$ cat src/rtl/coin_dispenser_if.sv
// coin_dispenser_if: load/restock/ack controls and coin handshake plus status
// between the change-return block and its controller.
interface coin_dispenser_if;
    logic       load;
    logic [3:0] amount;
    logic       restock;
    logic       ack;
    logic [1:0] coin;
    logic       valid;
    logic       busy;
    logic       done;
    logic [3:0] remaining;
    logic [3:0] pentLeft;
    logic [3:0] triLeft;
    modport master (
        output load, amount, restock, ack,
        input  coin, valid, busy, done, remaining, pentLeft, triLeft
    );
    modport slave (
        input  load, amount, restock, ack,
        output coin, valid, busy, done, remaining, pentLeft, triLeft
    );
endinterface

$ cat src/rtl/coin_dispenser.sv
// coin_dispenser: pays back a credit as greedy pentagon/triangle/circle coins
// from finite pentagon and triangle stock under a valid/ack handshake.
module coin_dispenser #(
    parameter logic [3:0] PENT_STOCK = 4'd2,
    parameter logic [3:0] TRI_STOCK  = 4'd2
) (
    input logic            clock,
    input logic            reset,
    coin_dispenser_if.slave bus
);
    typedef enum logic [1:0] {IDLE, DISPENSE, DONE} state_t;
    state_t     state, state_nxt;
    logic [3:0] rem, pent_cnt, tri_cnt, sel_val, rem_nxt;
    logic [1:0] sel;
    logic       take;
    always_comb begin
        sel     = (rem >= 4'd5 && pent_cnt != 4'd0) ? 2'b11 :
                  (rem >= 4'd3 && tri_cnt != 4'd0)  ? 2'b10 : 2'b01;
        sel_val = sel == 2'b11 ? 4'd5 : sel == 2'b10 ? 4'd3 : 4'd1;
        take    = state == DISPENSE && bus.ack;
        rem_nxt = rem > sel_val ? rem - sel_val : 4'd0;
    end
    always_ff @(posedge clock or posedge reset)
        if (reset) state <= IDLE;
        else       state <= state_nxt;
    always_comb begin
        state_nxt = state;
        case (state)
            IDLE:     state_nxt = !bus.load ? IDLE : bus.amount != 4'd0 ? DISPENSE : DONE;
            DISPENSE: state_nxt = take && rem_nxt == 4'd0 ? DONE : DISPENSE;
            default:  state_nxt = IDLE;
        endcase
    end
    // A restock together with a load lands first, so the first coin sees fresh stock.
    always_ff @(posedge clock or posedge reset)
        if (reset) begin
            rem      <= 4'd0;
            pent_cnt <= PENT_STOCK;
            tri_cnt  <= TRI_STOCK;
        end else if (state == IDLE) begin
            if (bus.load) rem <= bus.amount;
            if (bus.restock) begin
                pent_cnt <= PENT_STOCK;
                tri_cnt  <= TRI_STOCK;
            end
        end else if (take) begin
            rem <= rem_nxt;
            if (sel == 2'b11) pent_cnt <= pent_cnt - 4'd1;
            if (sel == 2'b10) tri_cnt <= tri_cnt - 4'd1;
        end
    always_comb begin
        bus.valid     = state == DISPENSE;
        bus.coin      = state == DISPENSE ? sel : 2'b00;
        bus.busy      = state != IDLE;
        bus.done      = state == DONE;
        bus.remaining = rem;
        bus.pentLeft  = pent_cnt;
        bus.triLeft   = tri_cnt;
    end
endmodule
$ cat src/flat_wrapper.sv
// flat-port wrapper written by rule: the top's interface ports become plain ports
module coin_dispenser_flat 
#(
    parameter logic [3:0] PENT_STOCK = 4'd2,
    parameter logic [3:0] TRI_STOCK  = 4'd2
)
  (clock, reset, bus_load, bus_amount, bus_restock, bus_ack, bus_coin, bus_valid, bus_busy, bus_done, bus_remaining, bus_pentLeft, bus_triLeft);
  coin_dispenser_if bus_i ();
  input logic clock;
  input logic reset;
  input wire logic [$bits(bus_i.load)-1:0] bus_load;
  input wire logic [$bits(bus_i.amount)-1:0] bus_amount;
  input wire logic [$bits(bus_i.restock)-1:0] bus_restock;
  input wire logic [$bits(bus_i.ack)-1:0] bus_ack;
  output wire logic [$bits(bus_i.coin)-1:0] bus_coin;
  output wire logic [$bits(bus_i.valid)-1:0] bus_valid;
  output wire logic [$bits(bus_i.busy)-1:0] bus_busy;
  output wire logic [$bits(bus_i.done)-1:0] bus_done;
  output wire logic [$bits(bus_i.remaining)-1:0] bus_remaining;
  output wire logic [$bits(bus_i.pentLeft)-1:0] bus_pentLeft;
  output wire logic [$bits(bus_i.triLeft)-1:0] bus_triLeft;
  assign bus_i.load = bus_load;
  assign bus_i.amount = bus_amount;
  assign bus_i.restock = bus_restock;
  assign bus_i.ack = bus_ack;
  assign bus_coin = bus_i.coin;
  assign bus_valid = bus_i.valid;
  assign bus_busy = bus_i.busy;
  assign bus_done = bus_i.done;
  assign bus_remaining = bus_i.remaining;
  assign bus_pentLeft = bus_i.pentLeft;
  assign bus_triLeft = bus_i.triLeft;
  coin_dispenser #(.PENT_STOCK(PENT_STOCK), .TRI_STOCK(TRI_STOCK)) u_core (.clock(clock), .reset(reset), .bus(bus_i));
endmodule
$ cat config.mk
export PLATFORM = sky130hd
export DESIGN_NAME = coin_dispenser_flat
export DESIGN_NICKNAME = d
export VERILOG_FILES = /design/src/rtl/coin_dispenser_if.sv /design/src/rtl/coin_dispenser.sv /design/src/flat_wrapper.sv
export SDC_FILE = /design/constraint.sdc
export NUM_CORES = 1
export LEC_CHECK = 0
export BUFFER_PORTS_ARGS = -buffer_cell sky130_fd_sc_hd__buf_4
export CELL_PAD_IN_SITES_DETAIL_PLACEMENT = 1
export CELL_PAD_IN_SITES_GLOBAL_PLACEMENT = 2
export CORE_MARGIN = 5
export CORE_UTILIZATION = 30
export CTS_CLUSTER_SIZE = 28
export DETAILED_ROUTE_END_ITERATION = 12
export PLACE_DENSITY_LB_ADDON = 0.1
export SYNTH_ARGS = -nofsm -noshare
export SYNTH_HDL_FRONTEND = slang
export SYNTH_SLANG_ARGS = --single-unit
$ cat constraint.sdc
create_clock -name clock -period 3.02 [get_ports clock]
set_input_delay 0.302 -clock clock [delete_from_list [all_inputs] [get_ports clock]]
set_output_delay 0.302 -clock clock [all_outputs]
set_load 0.03 [all_outputs]
# ---- After elaboration in Yosys (flattened, before gate mapping)
# Index checks and enable logic that the tools add are counted.
dict set report classes {
  magnitude_cmp 3
  n_reduce_logical 16
  muxes 20
  eq_ne 6
  add_sub_neg 3
}
# operator count
set op_table {}
lappend op_table {{two-way mux 4 bit} 12}
lappend op_table {{two-way mux 2 bit} 7}
lappend op_table {{nonzero test 4 bit} 3}
lappend op_table {{nonzero test 2 bit} 4}
lappend op_table {{subtractor 4 x 1 -> 4 bit (second input constant)} 2}
lappend op_table {{== test 2 bit (second input constant)} 3}
lappend op_table {{AND reduction 3 bit} 2}
lappend op_table {{greater-or-equal comparator 4 x 2 -> 1 bit (second input constant)} 1}
lappend op_table {{greater-or-equal comparator 4 x 3 -> 1 bit (second input constant)} 1}
lappend op_table {{greater-than comparator 4 bit} 1}
lappend op_table {{logical AND 1 bit} 4}
lappend op_table {{logical NOT 4 bit} 1}
lappend op_table {{!= test 2 bit (second input constant)} 2}
lappend op_table {{one-hot mux 2 bit (2 select lines)} 1}
lappend op_table {{subtractor 4 bit} 1}
lappend op_table {{== test 2 x 1 -> 1 bit (second input constant)} 1}
lappend op_table {{logical NOT 2 bit} 1}
lappend op_table {{AND reduction 2 bit} 1}
dict set report word_totals {
  register_bits 14
  input_bits 9
  wordCells 52
  out_inout_bits 17
}

# ---- Longest topological paths before layout
# Gate-level depths: netlist of run 1.
dict set report depth {
  ltp_word 13
  ltp_mapped 13
  depth_no_buf 13
}

# ---- Worst setup path before layout of run 1
# Ideal clock, no wire load.
dict set report synth_path {
  path_kind {register -> register}
  from {reg u_core.pent_cnt[0] (netlist: u_core.bus.pentLeft[0])}
  to {reg u_core.rem[3] (netlist: u_core.bus.remaining[3])}
  arrival_ns 2.847
  path_buffers 0
  slack_ns 0.095
  path_stages_with_launch 13
  path_cell_list {dfrtp_1 > inv_1 > ha_1 > or3b_4 > o21ai_0 > nor2b_1 > inv_1 > ha_1 > ha_1 > or4b_1 > o21ai_0 > a21oi_1 > a21oi_1}
}
dict set report synth_between {
  elab_chain_len 10
}
# element line_no
set synth_lines {}
lappend synth_lines {{start, declared} coin_dispenser.sv:13} ;# logic [3:0] rem, pent_cnt, tri_cnt, sel_val, rem_nxt;
lappend synth_lines {{start signal, assigned} coin_dispenser.sv:48} ;# if (sel == 2'b11) pent_cnt <= pent_cnt - 4'd1;
lappend synth_lines {{nonzero test 4 bit *} coin_dispenser.sv:17} ;# sel = (rem >= 4'd5 && pent_cnt != 4'd0) ? 2'b11 :
lappend synth_lines {{logical AND 1 bit *} coin_dispenser.sv:17}
lappend synth_lines {{two-way mux 2 bit *} coin_dispenser.sv:17}
lappend synth_lines {{== test 2 bit} coin_dispenser.sv:19} ;# sel_val = sel == 2'b11 ? 4'd5 : sel == 2'b10 ? 4'd3 : 4'd1;
lappend synth_lines {{two-way mux 2 bit} coin_dispenser.sv:19}
lappend synth_lines {{two-way mux 4 bit *} coin_dispenser.sv:19}
lappend synth_lines {{subtractor 4 bit or greater-than comparator 4 bit (tied branches)} coin_dispenser.sv:21} ;# rem_nxt = rem > sel_val ? rem - sel_val : 4'd0;
lappend synth_lines {{two-way mux 4 bit *} coin_dispenser.sv:21}
lappend synth_lines {{two-way mux 4 bit *} coin_dispenser.sv:46} ;# end else if (take) begin
lappend synth_lines {{two-way mux 4 bit *} coin_dispenser.sv:40} ;# end else if (state == IDLE) begin
lappend synth_lines {{end signal, assigned} coin_dispenser.sv:41} ;# if (bus.load) rem <= bus.amount;
lappend synth_lines {{end signal, assigned} coin_dispenser.sv:47} ;# rem <= rem_nxt;
lappend synth_lines {{end, declared} coin_dispenser.sv:13}
# Mark *: on every way between the ends. The rest lies on a longest branch, timed or not. The select of a mux whose other input is x is not followed.
# A chain may end at the register's enable or synchronous reset.

# ---- Worst setup path in the final report of run 1
dict set report layout_path {
  from {reg u_core.pent_cnt[0] (netlist: u_core.bus.pentLeft[0])}
  to {reg u_core.state[1]}
}
dict set report layout_between {
  elab_chain_len 12
}
# element line_no
set layout_lines {}
lappend layout_lines {{nonzero test 4 bit *} coin_dispenser.sv:17}
lappend layout_lines {{logical AND 1 bit *} coin_dispenser.sv:17}
lappend layout_lines {{two-way mux 2 bit *} coin_dispenser.sv:17}
lappend layout_lines {{== test 2 bit} coin_dispenser.sv:19}
lappend layout_lines {{two-way mux 2 bit} coin_dispenser.sv:19}
lappend layout_lines {{two-way mux 4 bit *} coin_dispenser.sv:19}
lappend layout_lines {{subtractor 4 bit or greater-than comparator 4 bit (tied branches)} coin_dispenser.sv:21}
lappend layout_lines {{two-way mux 4 bit *} coin_dispenser.sv:21}
lappend layout_lines {{logical NOT 4 bit *} coin_dispenser.sv:30} ;# DISPENSE: state_nxt = take && rem_nxt == 4'd0 ? DONE : DISPENSE;
lappend layout_lines {{logical AND 1 bit *} coin_dispenser.sv:30}
lappend layout_lines {{two-way mux 2 bit *} coin_dispenser.sv:30}
lappend layout_lines {{one-hot mux 2 bit (2 select lines) *} coin_dispenser.sv:28} ;# case (state)
lappend layout_lines {{named net u_core.state_nxt[1]} coin_dispenser.sv:12} ;# state_t state, state_nxt;
lappend layout_lines {{end signal, assigned} coin_dispenser.sv:25} ;# else state <= state_nxt;
lappend layout_lines {{end, declared} coin_dispenser.sv:12}
# Mark *: on every way through the listed nets, which the timed path passes. The rest lies on a longest branch.

==> impl_metrics.csv, run 1 <==
group,metric,value,unit
sta,layout_min_cycle_time,2.83,ns
yosys,seq_area_frac_synth,33.1,%
yosys,synth.top_cell.area_share,28.1,%
critical_path,end_kind,"flop",
yosys,synthFlopType,"dfrtp_1",
critical_path,required,3.19,ns
routing,drc_errors,0,
status,outcome,"completed",
job,timing.max_cap.violations,0,
yosys,async_reset_ff_share,100,%
critical_path,start_kind,"flop",
floorplanning,fp.dieH,69.6,µm
yosys,synth_edf_count,0,
floorplanning,start_util,31.5,%
sta,max_slew_margin,61.6,%
sta,worstMarginPinSlew,0.576,ns
cts,clkSinkCount,14,
yosys,avgSynthCellArea,8.82,µm²
routing,wire_per_inst,15.9,µm
routing,vias,1026,
grt,grt_overflow_total,0,
yosys,synth-seq-cells,14,
place,routabilityCongestion,0.803,
sta,min_period_over_period,93.6,%
place,port_buffers,25,
sta,hold_slack,0.0740,ns
hold_path,hold_class,"in2async",
sta,slew_violations,0,
sta,rsz0062_at_grt,"false",
layout,fill_cells,395,
floorplanning,die_area,4850,µm²
critical_path,cp.arrival,3.00,ns
yosys,syn_inst,121,
critical_path,critical_path.cell_chain,"inv_1 -> ha_1 -> or3b_4 -> o21ai_0 -> nor2b_4 -> buf_4 -> fa_2 -> a211oi_2 -> a31oi_1 -> o22a_1 -> a2bb2o_1",
routing,viasPerCell,5.10,
grt,track_usage,13.5,%
sta,clock.fmax,354,MHz
cts,cts_buffer_depth,2,
sta,finalClockSkew,0.00165,ns
floorplanning,die_width,69.6,µm
critical_path,worstSetupPathType,"reg2reg",
sta,setup_viol,0,
grt,grt_pass1_vias,1137,
cts,cts-root-buf,"clkbuf_4",
floorplanning,ios,26,
layout,nets,173,
grt,grt_antenna_before_repair,0,
cts,h-tree-depth,1,
cts,postCtsHoldBufs,0,
routing,drt_iter0_drc,35,
routing,final_antenna_net_count,0,
yosys,synth_top_cell_by_area,"dfrtp_1",
floorplanning,row_count,21,
yosys,synth_cell_type_count,51,
layout,syn_to_final_growth,35.8,%
yosys,syn_nets,138,
cts,clk_latency,0.28,ns
sta,final-hold-violation-count,0,
layout,antenna_cells,0,
routing,wl,3190,µm
layout,drive_gt1_share,38.1,%
yosys,synthTopCellsByArea,"dfrtp_1 28%, ha_1 8.2%, dfstp_2 4.9%",
grt,grt_pass1_wl,5400,µm
place,dp_hpwl,2480,µm
grt,grt_start_max_net_pins,15,
critical_path,slowest_delay,0.46,ns
sta,finalSetupTns,0,ns
floorplanning,placeableCoreArea,3390,µm²
yosys,syn_area,1070,µm²
critical_path,path_max_fanout,3,
routing,first_pass_iters,4,
cts,tritoncts,"done",
critical_path,crit_path_top_delay_cell,"fa_2",
yosys,synth_warnings,0,
yosys,yosys-top-cells-count,"12 x dfrtp_1, 12 x inv_1, 10 x nand2_1, 9 x a21oi_1, 7 x ha_1",
cts,clkTransAtPathRegs,0.09,ns
cts,cts_buffers,3,
layer usage:
metal | track usage (%) | routed length, µm | share of wire, % | vias to the layer above
met5 | 0 | 0 | 0 | -
met4 | 3.19 | 17 | 0.53 | 0
met3 | 1.88 | 75 | 2.4 | 2
met2 | 26.0 | 1750 | 55 | 11
met1 | 15.6 | 1350 | 42 | 510
li1 | - | - | - | 503
metrics by stage:
step | std cells | utilization [%] | cell area (µm²) | setup WS [ns]
2_1_floorplan | 121 | - | 1070 | 0.0954
3_3_place_gp | 195 | 39.7 | 1350 | 0.0501
3_5_place_dp | 195 | 39.7 | 1350 | 0.00749
4_1_cts | 199 | 40.9 | 1390 | 0.0145
5_1_grt | 201 | 42.7 | 1450 | 0.0317
6_report | 201 | 42.7 | 1450 | 0.192
what timing repair did:
item	in CTS	in global routing
endpoints found under the setup margin	1	4
setup buffers	0	2
gates cloned	0	0
gates resized for setup	1	11
pin swaps	0	4
sequential cells by signal (all words and copies together) (netlist names):
name and count:
u_core.bus.pentLeft 4, u_core.bus.remaining 4, u_core.state 2, u_core.bus.triLeft 4
critical path: cells and delay by family, from the launching register on:
kind	cells	cell delay (ns)
compound gates	5	0.95
fa+ha+maj	2	0.59
buf+inv	2	0.20
flops	1	0.39
simple gates	2	0.59
cells in the final DEF, fill, tap and decap left out, types with 2 or more instances in the layout:
cell type,synthesis,layout
nand3_1,3,3
a21oi_1,9,9
a21o_1,2,2
dfstp_2,2,2
o211ai_1,2,2
nand2_1,10,10
dfrtp_1,12,12
o21ai_0,6,4
o21a_1,3,3
a31oi_1,2,2
a21o_2,2,2
buf_4,0,33
inv_1,12,12
ha_1,7,5
o21ai_1,1,2
xnor2_1,2,2
clkbuf_4,0,3
and3_1,2,2
nor2_1,6,6
ha_4,0,2
nor3_1,2,2
o311ai_0,2,2
final timing paths:
| kind | startpoint | to | slack (ns) | cells after the start |
|---|---|---|---|---|
| worst max-delay path | u_core.bus.pentLeft[0] | u_core.state[1] | 0.19 | 11 |
| max in group asynchronous | reset | u_core.bus.pentLeft[1] | 2.57 | 2 |
| worst min-delay path | reset | u_core.bus.triLeft[3] | 0.07 | 2 |
| min in group clock | bus_restock | u_core.bus.pentLeft[2] | 0.23 | 2 |
| worst max register to register | u_core.bus.pentLeft[0] | u_core.state[1] | 0.19 | 11 |
| worst min register to register | u_core.bus.pentLeft[1] | u_core.bus.pentLeft[1] | 0.55 | 2 |
cells by family after synthesis:
family,synth area share [%]
AND/OR/NAND/NOR,21.9
flip-flops,33.1
AO/OA/AOI/OAI,24.7
XOR/XNOR,2.46
multiplexers,1.99
buffers and inverters,5.74
adder cells (fa/ha/maj),10.1
layout make-up:
cell class / instances / area [µm²] / share of cell area [%]
clock buffer: 4 / 36.3 / 2.50
inverter: 13 / 48.8 / 3.37
multi-input combinational: 91 / 706 / 48.7
sequential: 14 / 353 / 24.4
tap: 46 / 57.6 / 3.97
timing repair buffer: 33 / 248 / 17.1
Power of run 1 is left out: the tool's default activity adds up to more than one toggle a clock period on the data nets, which glitch-free logic cannot reach.
==> run 2: changes to the inputs <==
- BUFFER_PORTS_ARGS: -buffer_cell sky130_fd_sc_hd__buf_4 -> not set
- DONT_BUFFER_PORTS: not set -> 1
==> run 2 against run 1 <==
  * Final cell count is 8.5% lower
  * Fmax is 1.4% lower
  * Die area stayed put
  * Sequential cell count stayed put
  * Worst hold slack better by 0.0073 ns
  * Final area is 11% lower
  * Clock-buffer cell count stayed put
  * Via count is 7.0% lower
==> impl_metrics.csv, run 2 (synthesis results as in run 1) <==
group,metric,value,unit
routing,wl,3060,µm
floorplanning,die_width,69.6,µm
sta,finalClockSkew,0.00276,ns
layout,nets,156,
critical_path,start_kind,"flop",
critical_path,path_max_fanout,4,
grt,grt_pass1_wl,4930,µm
sta,layout_min_cycle_time,2.87,ns
place,placed_area,1220,µm²
routing,first_pass_iters,3,
critical_path,slowest_delay,0.54,ns
status,outcome,"completed",
job,timing.max_cap.violations,0,
critical_path,worstSetupPathType,"reg2reg",
routing,wire_per_inst,16.6,µm
sta,min_period_over_period,94.9,%
layout,mostFrequentLayoutCell,"buf_4",
floorplanning,placeableCoreArea,3390,µm²
routing,drc_errors,0,
floorplanning,ios,26,
grt,grt_pass1_vias,989,
grt,grt_start_max_net_pins,15,
layout,drive_gt1_share,26.1,%
sta,clock.fmax,349,MHz
layout,antenna_cells,0,
sta,rsz0062_at_grt,"false",
sta,final-hold-violation-count,0,
place,port_buffers,0,
routing,final_antenna_net_count,0,
critical_path,critical_path.cell_chain,"inv_1 -> ha_1 -> nor3b_1 -> or2_2 -> nor2b_4 -> inv_1 -> ha_1 -> a21o_1 -> nor4b_2 -> o21ai_1 -> and3_1 -> a2bb2o_1",
grt,grt_overflow_total,0,
place,dp_slack,-0.00934,ns
cts,tritoncts,"done",
place,dp_hpwl,2420,µm
cts,h-tree-depth,1,
critical_path,required,3.20,ns
cts,clkTransAtPathRegs,0.10,ns
grt,grt_antenna_before_repair,0,
critical_path,end_kind,"flop",
hold_path,hold_class,"in2reg",
sta,postLayoutSetupSlackWorst,0.153,ns
sta,worstMarginPinSlew,0.705,ns
place,routabilityCongestion,0.758,
cts,clk_latency,0.29,ns
routing,vias,954,
cts,cts_buffers,3,
sta,hold_slack,0.0813,ns
cts,cts-root-buf,"clkbuf_4",
cts,cts_buffer_depth,2,
sta,finalSetupTns,0,ns
floorplanning,fp.dieH,69.6,µm
layout,layout_common_cells,"15 x buf_4, 12 x inv_1, 12 x dfrtp_1, 10 x nand2_1, 9 x a21oi_1",
layout,syn_to_final_growth,20.4,%
floorplanning,die_area,4850,µm²
sta,slew_violations,0,
layout,fill_cells,408,
floorplanning,row_count,21,
cts,clkSinkCount,14,
routing,drt_iter0_drc,14,
critical_path,crit_path_top_delay_cell,"dfstp_2",
cts,post_cts_buffers,0,
sta,max_slew_margin,53.2,%
critical_path,cp.arrival,3.05,ns
routing,viasPerCell,5.18,
floorplanning,start_util,31.5,%
layout,final_area,1280,µm²
sta,setup_viol,0,
grt,track_usage,12.9,%
run 2: cell type report:
type	instances	area [µm²]	area share [%]
clock buffers	4	36.3	2.82
flip-flops and latches	14	353	27.5
multi-input cells	91	667	51.9
inverters	13	48.8	3.80
repair buffers	16	123	9.54
well taps	46	57.6	4.48
run 2: metrics by stage:
stage | std cells | utilization, %
after floorplan | 121 | -
after global placement | 179 | 36.1
after detailed placement | 179 | 36.1
after CTS | 184 | 37.6
after global routing | 184 | 37.9
final | 184 | 37.9
run 2: worst paths after layout:
| path | from | to | slack, ns | cells past startpoint |
|---|---|---|---|---|
| hold / removal | bus_restock | u_core.bus.pentLeft[2] | 0.08 | 1 |
| setup / recovery | u_core.bus.triLeft[1] | u_core.state[1] | 0.15 | 12 |
| setup reg to reg | u_core.bus.triLeft[1] | u_core.state[1] | 0.15 | 12 |
| min in group asynchronous | reset | u_core.bus.triLeft[0] | 0.51 | 2 |
| hold reg to reg | u_core.bus.remaining[1] | u_core.bus.remaining[1] | 0.58 | 1 |
| max in group asynchronous | reset | u_core.state[0] | 2.13 | 2 |
run 2: per-layer routing:
metal	vias to the layer above	global-route usage, %	wire length, µm
met4	0	3.19	16
met2	15	23.3	1600
li1	469	-	-
met1	468	15.0	1320
met3	2	3.33	127
met5	-	0	0
run 2: worst max-delay path, delay by kind of cell (launching register included):
family	cells	cell delay (ns)
buffers and inverters	2	0.11
DFF	1	0.54
AOI/OAI and AO/OA	3	0.57
adders and majority gates	2	0.46
and+or+nand+nor	5	1.07
run 2: what timing repair did:
item                                    in CTS  in global routing
hold buffers                                 1                  0
gates resized for setup                      1                  5
endpoints found under the setup margin       1                  2
hold endpoints to repair                    12                  0
Power of run 2 is left out for the same reason.
==> run 3: changes to the inputs <==
- CORE_ASPECT_RATIO: not set -> 0.9
==> run 3 against run 2 <==
  * The run now ends with negative hold slack left
  * Clock-buffer cell count is the same
  * Largest cell class unchanged
  * Critical path type unchanged
  * Core utilization up 0.29 points
  * Wire length down 1.3%
  * Worst hold slack got worse by 0.092 ns
  * Global-route usage increased by 0.11 points
  * Final cell count shrank 0.54%
  * Die area is essentially flat
  * Critical path depth unchanged
  * Fmax down 1.4%
==> impl_metrics.csv, run 3 (synthesis results as in run 1) <==
group,metric,value,unit
status,outcome,"finished, violations left",
status,violations,"negative hold slack",
sta,clock.fmax,344,MHz
critical_path,worstReg2RegStart,"u_core.bus.triLeft[1]",
critical_path,cp.arrival,3.07,ns
job,timing.max_cap.violations,0,
layout,layout_common_cells,"17 x buf_4, 12 x inv_1, 12 x dfrtp_1, 10 x nand2_1, 9 x a21oi_1",
grt,grt_start_max_net_pins,15,
cts,clkTransAtPathRegs,0.06,ns
cts,clkSinkCount,14,
grt,grt_pass1_wl,4820,µm
grt,grt_overflow_total,0,
floorplanning,start_util,31.4,%
critical_path,worstSetupPathType,"reg2reg",
floorplanning,placeableCoreArea,3400,µm²
place,dp_hpwl,2430,µm
grt,grt_antenna_before_repair,0,
floorplanning,fp.dieH,66.6,µm
layout,final_area,1300,µm²
routing,wl,3020,µm
layout,antenna_cells,0,
routing,wire_per_inst,16.5,µm
floorplanning,die_width,72.9,µm
layout,syn_to_final_growth,21.8,%
routing,viasPerCell,5.28,
sta,layout_min_cycle_time,2.91,ns
routing,vias,967,
sta,final-hold-violation-count,12,
routing,drc_errors,0,
floorplanning,die_area,4850,µm²
sta,slew_violations,0,
place,routabilityCongestion,0.791,
critical_path,rr_endpoint,"u_core.bus.remaining[3]",
cts,cts_buffers,3,
cts,cts_buffer_depth,2,
grt,track_usage,13.0,%
layout,mostFrequentLayoutCell,"buf_4",
cts,cts-root-buf,"clkbuf_8",
routing,drt_iter0_drc,57,
critical_path,required,3.18,ns
sta,setup_viol,0,
layout,drive_gt1_share,26.6,%
sta,postLayoutSetupSlackWorst,0.113,ns
sta,worstMarginPinSlew,0.705,ns
place,placed_area,1230,µm²
sta,hold_slack,-0.0110,ns
floorplanning,ios,26,
critical_path,path_max_fanout,4,
layout,nets,157,
critical_path,rrSetupSlack,0.11,ns
routing,first_pass_iters,4,
grt,grt_pass1_vias,992,
cts,tritoncts,"done",
floorplanning,row_count,20,
cts,clk_latency,0.24,ns
layout,fill_cells,414,
hold_path,hold_class,"in2async",
sta,finalSetupTns,0,ns
cts,h-tree-depth,1,
sta,max_slew_margin,53.1,%
critical_path,reg2regPathDepth,12,
sta,min_period_over_period,96.3,%
critical_path,start_kind,"flop",
place,port_buffers,0,
routing,final_antenna_net_count,0,
sta,finalClockSkew,0.00200,ns
critical_path,end_kind,"flop",
place,dp_slack,0.0329,ns
sta,rsz0062_at_grt,"false",
## run 3: cell types whose count changed in the layout (fill, tap and decap cells not counted)
cell,change
clkbuf_4,-3
o21ai_0,+3
o21ai_1,-3
dlygate4sd3_1,-1
buf_4,+2
nor4b_1,+1
nor4b_2,-1
clkbuf_8,+3
## run 3: cell type report
class	count	area, µm²	share of cell area (%)
multi-input combinational	91	661	50.8
clock buffer	4	55.1	4.23
timing repair buffer	17	128	9.82
inverter	13	48.8	3.75
sequential	14	353	27.1
tap	44	55.1	4.23
## run 3: worst max-delay path by stage
stage / from / endpoint / slack (ns)
3_3_place_gp: u_core.bus.triLeft[1] / u_core.bus.remaining[3] / 0.08
3_5_place_dp: u_core.bus.triLeft[1] / u_core.bus.remaining[3] / 0.03
2_1_floorplan: u_core.bus.pentLeft[0] / u_core.bus.remaining[3] / 0.1
4_1_cts: u_core.bus.triLeft[1] / u_core.bus.remaining[3] / 0.008
6_report: u_core.bus.triLeft[1] / u_core.bus.remaining[3] / 0.11
5_1_grt: u_core.bus.pentLeft[0] / u_core.bus.remaining[3] / 0.009
## run 3: repair_timing
item	in CTS	in global routing
setup endpoints to repair	0	2
endpoints found under the hold margin	0	0
hold buffers	0	0
resized for setup	0	2
buffers inserted	0	1
## run 3: critical path: stages (launching register included)
cell and delay (ns):
dfstp_2 0.52, inv_1 0.06, ha_1 0.17, nor3b_1 0.14, or2_2 0.32, nor2b_4 0.14, inv_1 0.05, ha_1 0.28
ha_1 0.23, or4b_1 0.47, o21ai_0 0.17, a21oi_1 0.09, a21oi_1 0.17
## run 3: per-stage QoR
stage / util [%] / instances
after global routing: 38.2 / 183
final: 38.2 / 183
after CTS: 37.8 / 182
after floorplan: - / 121
after detailed placement: 36.1 / 178
after global placement: 36.1 / 178
## run 3: routing by layer
metal,track usage [%],vias up,part of all wire [%]
met4,1.38,0,0.20
met2,19.4,32,42
met3,5.28,2,8.7
li1,-,473,-
met5,0,-,0
met1,18.0,460,49
Power of run 3 is left out for the same reason.
